$ cat src/rtl/instruction_memory_if.sv
// Load/fetch bus between the host/engine side and the instruction memory.
interface instruction_memory_if #(
  parameter int unsigned ADDR_W = 6,
  parameter int unsigned INST_W = 9
);
  localparam int unsigned LEN_W = ADDR_W + 1;

  logic              load_start;
  logic              load_valid;
  logic [INST_W-1:0] load_data;
  logic              load_ready;
  logic              load_done;
  logic              load_overflow;
  logic [LEN_W-1:0]  prog_length;
  logic              ready;
  logic              fetch_en;
  logic [ADDR_W-1:0] program_address;
  logic [INST_W-1:0] inst_mem;
  logic              inst_valid;
  logic              stop_seen;

  // Host/engine side: drives load stream and fetch requests.
  modport master (
    output load_start, load_valid, load_data, load_done, fetch_en, program_address,
    input  load_ready, load_overflow, prog_length, ready, inst_mem, inst_valid, stop_seen
  );

  // Memory side: accepts the load stream and answers fetches.
  modport slave (
    input  load_start, load_valid, load_data, load_done, fetch_en, program_address,
    output load_ready, load_overflow, prog_length, ready, inst_mem, inst_valid, stop_seen
  );
endinterface

$ cat src/rtl/instruction_memory.sv
// Program store: streamed load of up to 64 instructions, 1-cycle registered fetch.
// Reads beyond the loaded length return NO-OP so a runaway PC is harmless.
module instruction_memory (
  input  logic                 clk,
  input  logic                 reset,
  instruction_memory_if.slave  bus
);
  localparam int unsigned ADDR_W = 6;
  localparam int unsigned INST_W = 9;
  localparam int unsigned DEPTH  = 64;
  localparam int unsigned LEN_W  = ADDR_W + 1;

  typedef enum logic [1:0] {
    S_EMPTY = 2'd0,
    S_LOAD  = 2'd1,
    S_READY = 2'd2
  } state_e;

  logic [INST_W-1:0] mem [DEPTH];

  state_e            state_q, state_d;
  logic [ADDR_W-1:0] wr_ptr_q, wr_ptr_d;
  logic [LEN_W-1:0]  prog_length_q, prog_length_d;
  logic              load_ready_q, load_ready_d;
  logic              load_overflow_q, load_overflow_d;
  logic              ready_q, ready_d;
  logic [INST_W-1:0] inst_mem_q, inst_mem_d;
  logic              inst_valid_q, inst_valid_d;
  logic              stop_seen_q, stop_seen_d;

  logic              mem_we;
  logic [INST_W-1:0] rd_word;

  // Masked read: addresses at or past the program length read as NO-OP.
  always_comb begin
    rd_word = '0;
    if (LEN_W'(bus.program_address) < prog_length_q) begin
      rd_word = mem[bus.program_address];
    end
  end

  // Next-state, load bookkeeping and fetch response.
  always_comb begin
    state_d         = state_q;
    wr_ptr_d        = wr_ptr_q;
    prog_length_d   = prog_length_q;
    load_overflow_d = load_overflow_q;
    inst_mem_d      = inst_mem_q;
    inst_valid_d    = 1'b0;
    stop_seen_d     = 1'b0;
    mem_we          = 1'b0;

    case (state_q)
      S_EMPTY: begin
        if (bus.load_start) begin
          state_d         = S_LOAD;
          wr_ptr_d        = '0;
          prog_length_d   = '0;
          load_overflow_d = 1'b0;
        end
      end
      S_LOAD: begin
        if (bus.load_start) begin
          wr_ptr_d        = '0;
          prog_length_d   = '0;
          load_overflow_d = 1'b0;
        end else begin
          if (bus.load_valid) begin
            if (load_ready_q) begin
              mem_we        = 1'b1;
              wr_ptr_d      = wr_ptr_q + ADDR_W'(1);
              prog_length_d = prog_length_q + LEN_W'(1);
            end else begin
              load_overflow_d = 1'b1;
            end
          end
          if (bus.load_done) begin
            state_d = S_READY;
          end
        end
      end
      S_READY: begin
        if (bus.load_start) begin
          state_d         = S_LOAD;
          wr_ptr_d        = '0;
          prog_length_d   = '0;
          load_overflow_d = 1'b0;
        end else if (bus.fetch_en) begin
          inst_mem_d   = rd_word;
          inst_valid_d = 1'b1;
          stop_seen_d  = (rd_word[INST_W-1:INST_W-3] == 3'b111);
        end
      end
      default: begin
        state_d = S_EMPTY;
      end
    endcase

    load_ready_d = (state_d == S_LOAD) && (prog_length_d < LEN_W'(DEPTH));
    ready_d      = (state_d == S_READY);
  end

  // Storage write port; contents are not reset, prog_length masks stale words.
  always_ff @(posedge clk) begin
    if (mem_we) begin
      mem[wr_ptr_q] <= bus.load_data;
    end
  end

  // Control and output registers with synchronous reset.
  always_ff @(posedge clk) begin
    if (reset) begin
      state_q         <= S_EMPTY;
      wr_ptr_q        <= '0;
      prog_length_q   <= '0;
      load_ready_q    <= 1'b0;
      load_overflow_q <= 1'b0;
      ready_q         <= 1'b0;
      inst_mem_q      <= '0;
      inst_valid_q    <= 1'b0;
      stop_seen_q     <= 1'b0;
    end else begin
      state_q         <= state_d;
      wr_ptr_q        <= wr_ptr_d;
      prog_length_q   <= prog_length_d;
      load_ready_q    <= load_ready_d;
      load_overflow_q <= load_overflow_d;
      ready_q         <= ready_d;
      inst_mem_q      <= inst_mem_d;
      inst_valid_q    <= inst_valid_d;
      stop_seen_q     <= stop_seen_d;
    end
  end

  assign bus.load_ready    = load_ready_q;
  assign bus.load_overflow = load_overflow_q;
  assign bus.prog_length   = prog_length_q;
  assign bus.ready         = ready_q;
  assign bus.inst_mem      = inst_mem_q;
  assign bus.inst_valid    = inst_valid_q;
  assign bus.stop_seen     = stop_seen_q;

endmodule

$ cat src/flat_wrapper.sv
// flat-port wrapper written by rule: the top's interface ports become plain ports
module instruction_memory_flat 
  (clk, reset, bus_load_start, bus_load_valid, bus_load_data, bus_load_done, bus_fetch_en, bus_program_address, bus_load_ready, bus_load_overflow, bus_prog_length, bus_ready, bus_inst_mem, bus_inst_valid, bus_stop_seen);
  instruction_memory_if bus_i ();
  input  logic clk;
  input  logic reset;
  input wire logic [$bits(bus_i.load_start)-1:0] bus_load_start;
  input wire logic [$bits(bus_i.load_valid)-1:0] bus_load_valid;
  input wire logic [$bits(bus_i.load_data)-1:0] bus_load_data;
  input wire logic [$bits(bus_i.load_done)-1:0] bus_load_done;
  input wire logic [$bits(bus_i.fetch_en)-1:0] bus_fetch_en;
  input wire logic [$bits(bus_i.program_address)-1:0] bus_program_address;
  output wire logic [$bits(bus_i.load_ready)-1:0] bus_load_ready;
  output wire logic [$bits(bus_i.load_overflow)-1:0] bus_load_overflow;
  output wire logic [$bits(bus_i.prog_length)-1:0] bus_prog_length;
  output wire logic [$bits(bus_i.ready)-1:0] bus_ready;
  output wire logic [$bits(bus_i.inst_mem)-1:0] bus_inst_mem;
  output wire logic [$bits(bus_i.inst_valid)-1:0] bus_inst_valid;
  output wire logic [$bits(bus_i.stop_seen)-1:0] bus_stop_seen;
  assign bus_i.load_start = bus_load_start;
  assign bus_i.load_valid = bus_load_valid;
  assign bus_i.load_data = bus_load_data;
  assign bus_i.load_done = bus_load_done;
  assign bus_i.fetch_en = bus_fetch_en;
  assign bus_i.program_address = bus_program_address;
  assign bus_load_ready = bus_i.load_ready;
  assign bus_load_overflow = bus_i.load_overflow;
  assign bus_prog_length = bus_i.prog_length;
  assign bus_ready = bus_i.ready;
  assign bus_inst_mem = bus_i.inst_mem;
  assign bus_inst_valid = bus_i.inst_valid;
  assign bus_stop_seen = bus_i.stop_seen;
  instruction_memory u_core (.clk(clk), .reset(reset), .bus(bus_i));
endmodule
$ cat config.mk
export PLATFORM = sky130hd
export DESIGN_NAME = instruction_memory_flat
export DESIGN_NICKNAME = d
export VERILOG_FILES = /design/src/rtl/instruction_memory_if.sv /design/src/rtl/instruction_memory.sv /design/src/flat_wrapper.sv
export SDC_FILE = /design/constraint.sdc
export NUM_CORES = 1
export LEC_CHECK = 0
export CORE_UTILIZATION = 30
export CTS_CLUSTER_SIZE = 25
export DETAILED_ROUTE_END_ITERATION = 16
export PLACE_DENSITY = 0.43
export SYNTH_ARGS = -nofsm -noshare
export SYNTH_HDL_FRONTEND = slang
export SYNTH_SLANG_ARGS = --single-unit
$ cat constraint.sdc
create_clock -name clk -period 4.1 [get_ports clk]
set_input_delay 1.025 -clock clk [delete_from_list [all_inputs] [get_ports clk]]
set_output_delay 1.025 -clock clk [all_outputs]
set_load 0.05 [all_outputs]
==> impl_metrics.json <==
{
  "status": "finished clean",
  "post_dp_cell_area_sq_mm": 0.02601,
  "worst_r2r_startpoint": "u_core.state_q[0]",
  "clk_transition_reported_paths_ns": 0.06,
  "stdcell_count": 2374,
  "rows": 102,
  "synth_compound_gate_area_share_pct": 1.838,
  "synth_top_cell_by_area": "sky130_fd_sc_hd__edfxtp_1",
  "tritoncts": "yes",
  "timing.critical_path.arrival_ns": 3.48,
  "ys_dominant_reg_cell": "sky130_fd_sc_hd__edfxtp_1",
  "htree_num_levels": 3,
  "holdCritStartpoint": "u_core.bus.load_overflow",
  "regToRegEndpoint": "u_core.mem[59][3]",
  "reg2reg_depth": 7,
  "syn_nets": 1127,
  "power.leakage_nw": 8.985,
  "fin_clk_skew_ns": 0.02887,
  "detail_route.vias_per_cell": 4.932,
  "die_w_microns": 282.2,
  "grt_pass1_wl_mm": 91.18,
  "worstSetupStartpointType": "input port",
  "report.power.total_mw": 13.65,
  "holdCritPathClass": "reg -> reg",
  "drt_drc_violations_left": 0,
  "synth_edf_count": 576,
  "detailedPlacementHpwl_mm": 40.99,
  "core_area_sq_mm": 0.07759,
  "globalRoute.totalOverflow": 0,
  "finalWorstSetupSlack_ns": 0.9330,
  "postCtsSetupRepairBufs": 0,
  "synth-adder-area-share_pct": 0.3719,
  "drv_slew": 0,
  "finalHoldWorstSlack_ns": 0.5063,
  "post_cts_resized": 0,
  "min_path_cells": 2,
  "synth_seq_area_share_pct": 75.92,
  "layout.cell_area.non_filler_sq_mm": 0.02830,
  "totalNegativeSetupSlack_ns": 0,
  "detail_route.first_pass.iterations": 5,
  "maximum_number_of_pins_on_one_net_before_global_route_repair": 65,
  "postLayoutCoreUtil_pct": 36.47,
  "num_io_pins": 42,
  "cts_buffers": 69,
  "areaGrowthSynthToFinish_pct": 20.19,
  "power_density_mw_per_mm2": 482.4,
  "numPlacedInstances": 2252,
  "fmax_mhz": 315.8,
  "floorplan.die_area_sq_mm": 0.07962,
  "muxShareOfSynthArea_pct": 17.09,
  "port_buffers": 41,
  "share_of_layout_cells_above_drive_strength_1_pct": 31.48,
  "grt_use_total_pct": 16.35,
  "initial_utilization_pct": 30.35,
  "longest_individual_stage_delay_on_the_worst_path_ns": 0.66,
  "num_antenna_cells": 0,
  "dp_worst_setup_slack_ns": 0.2654,
  "clockBufferDepth": 3,
  "critPathRequiredTime_ns": 4.41,
  "most-common-layout-cells": "576 x sky130_fd_sc_hd__edfxtp_1, 169 x sky130_fd_sc_hd__mux4_2, 124 x sky130_fd_sc_hd__buf_4, 85 x sky130_fd_sc_hd__nor2_1, 74 x sky130_fd_sc_hd__clkbuf_16",
  "path_delay_family": "simple AND/OR/NAND/NOR gates",
  "slew-limit-headroom_pct": 24.84,
  "synth.lib_cells_used.distinct": 56,
  "critPathSlowestCell": "sky130_fd_sc_hd__nand3_1",
  "synthesis.area_sq_mm": 0.02355,
  "cp.buffers_inverters": 3,
  "path_max_fanout": 8,
  "worst-r2r-setup-slack_ns": 1.28,
  "sequence_of_cells_on_the_critical_path": "clkdlybuf4s50_1 > nor3b_1 > nand3_1 > buf_4 > nor2_1 > nand3_1 > nor2_1 > buf_4",
  "post_synth.cell_area_avg_sq_um": 21.43,
  "postSynth.asyncResetShare_pct": 0,
  "first_global_vias": 12140,
  "antenna_found_initial": 3,
  "ant_nets": 0,
  "cts-root-buf": "sky130_fd_sc_hd__clkbuf_16",
  "worst_margin_slew_ns": 1.127,
  "criticalPathCategory": "in -> reg",
  "hold-path-endpoint": "u_core.bus.load_overflow",
  "final-setup-viol-count": 0,
  "place.gp.congestion": 0.7861,
  "ir_drop_mv": 0.2882,
  "dr.first_iter.drc_count": 1147,
  "synth_top_cell_area_share_pct": 73.45,
  "timing.critical_path.to_type": "register",
  "synth_top_cells_by_area": "sky130_fd_sc_hd__edfxtp_1 73%, sky130_fd_sc_hd__mux4_2 16%, sky130_fd_sc_hd__dfxtp_1 2.5%",
  "post_synth_xor_area_fraction_pct": 0.2604,
  "clk_latency_ns": 0.61,
  "maxCapViolCount": 0,
  "final_period_minus_worst_setup_slack_ns": 3.167,
  "timing.critical_path.depth": 8,
  "finalWirelength_mm": 63.60,
  "yosys_register_bits": 605,
  "detail_route.wl_per_cell_microns": 26.79,
  "layout_commonest_cell": "sky130_fd_sc_hd__edfxtp_1",
  "die-height_microns": 282.2,
  "post_synth_inst_count": 1099,
  "fin_nets": 1311,
  "finalCritPeriodShare_pct": 77.24,
  "synth_top_family_by_area": "multiplexers",
  "synthSimpleGateAreaFrac_pct": 3.119,
  "cts_hold_repair.buffers": 0,
  "num_vias": 11710,
  "final-hold-violation-count": 0,
  "rsz0062_at_grt": "false",
  "synth-warning-count": 0,
  "clock_sinks": 605
}
==> flip-flops by register name, summed over array words and instances, names as in the netlist <==
signal	cells
u_core.bus.prog_length	7
u_core.bus.ready	1
u_core.bus.stop_seen	1
u_core.wr_ptr_q	6
u_core.mem	576
u_core.state_q	2
u_core.bus.load_ready	1
u_core.bus.inst_mem	9
u_core.bus.load_overflow	1
u_core.bus.inst_valid	1
==> layout make-up <==
type / count / area [sq um]
inverters: 10 / 37.54
clock buffers: 89 / 1908
well taps: 1040 / 1301
fillers: 7249 / 49290
multi-input cells: 425 / 5341
repair buffers: 172 / 1453
flip-flops and latches: 605 / 17880
clock inverters: 33 / 382.9
==> cells in the mapped netlist, drive strengths merged, types with 2 or more instances <==
master and count:
a211oi 5, nor4 2, a311oi 3, a21o 2
buf 28, nand2b 6, nand2 25, a32oi 6
xor2 4, a2111oi 2, a22o 4, o31ai 3
mux4 169, or3 3, nor2 85, nor3 6
clkinv 2, a211o 2, dfxtp 29, edfxtp 576
nand4 7, and3 6, a31oi 4, mux2i 14
nand3b 5, nand4b 2, nor2b 2, inv 8
a21oi 10, ha 7, mux2 7, nand3 7
o21ai 9, xnor2 3, clkbuf 31
==> report_power, final <==
part	switching, mW	internal, mW	leakage (nW)
Clock	2.45	3.79	1.13
Combinational	0.376	0.256	2.45
Sequential	0.00708	6.76	5.41
Total	2.84	10.8	8.98
==> metal layers <==
metal	share of wire [%]	vias up	global-route usage [%]
li1	-	4972	-
met1	45	6345	22.77
met2	49	312	26.64
met3	4.8	80	3.007
met4	1.8	0	3.548
met5	0	-	0
==> cell families (layout without fill, tap and decap cells) <==
| group | count (synthesis) | count (layout) |
|---|---|---|
| multiplexers | 190 | 190 |
| XOR/XNOR | 7 | 7 |
| AO/OA/AOI/OAI | 60 | 60 |
| buffers and inverters | 69 | 304 |
| AND/OR/NAND/NOR | 161 | 161 |
| adder cells (fa/ha/maj) | 7 | 7 |
| flip-flops | 605 | 605 |
==> worst register-to-register path, delay by kind of cell, from the launching register on <==
kind | cells | cell delay (ns)
buffers and inverters | 2 | 0.39
DFF | 1 | 0.53
and+or+nand+nor | 5 | 1.61
==> worst max-delay path by stage <==
| stage | startpoint | end | slack, ns |
|---|---|---|---|
| 2_1_floorplan | bus_program_address[0] | u_core.bus.inst_mem[0] | 0.96 |
| 3_3_place_gp | bus_load_start | u_core.mem[59][3] | 0.22 |
| 3_5_place_dp | bus_load_start | u_core.mem[59][1] | 0.27 |
| 4_1_cts | bus_load_start | u_core.mem[59][3] | 0.89 |
| 5_1_grt | bus_load_start | u_core.mem[35][1] | 0.88 |
| 6_report | bus_load_start | u_core.mem[59][3] | 0.93 |
(Power assumes the default switching activity.)
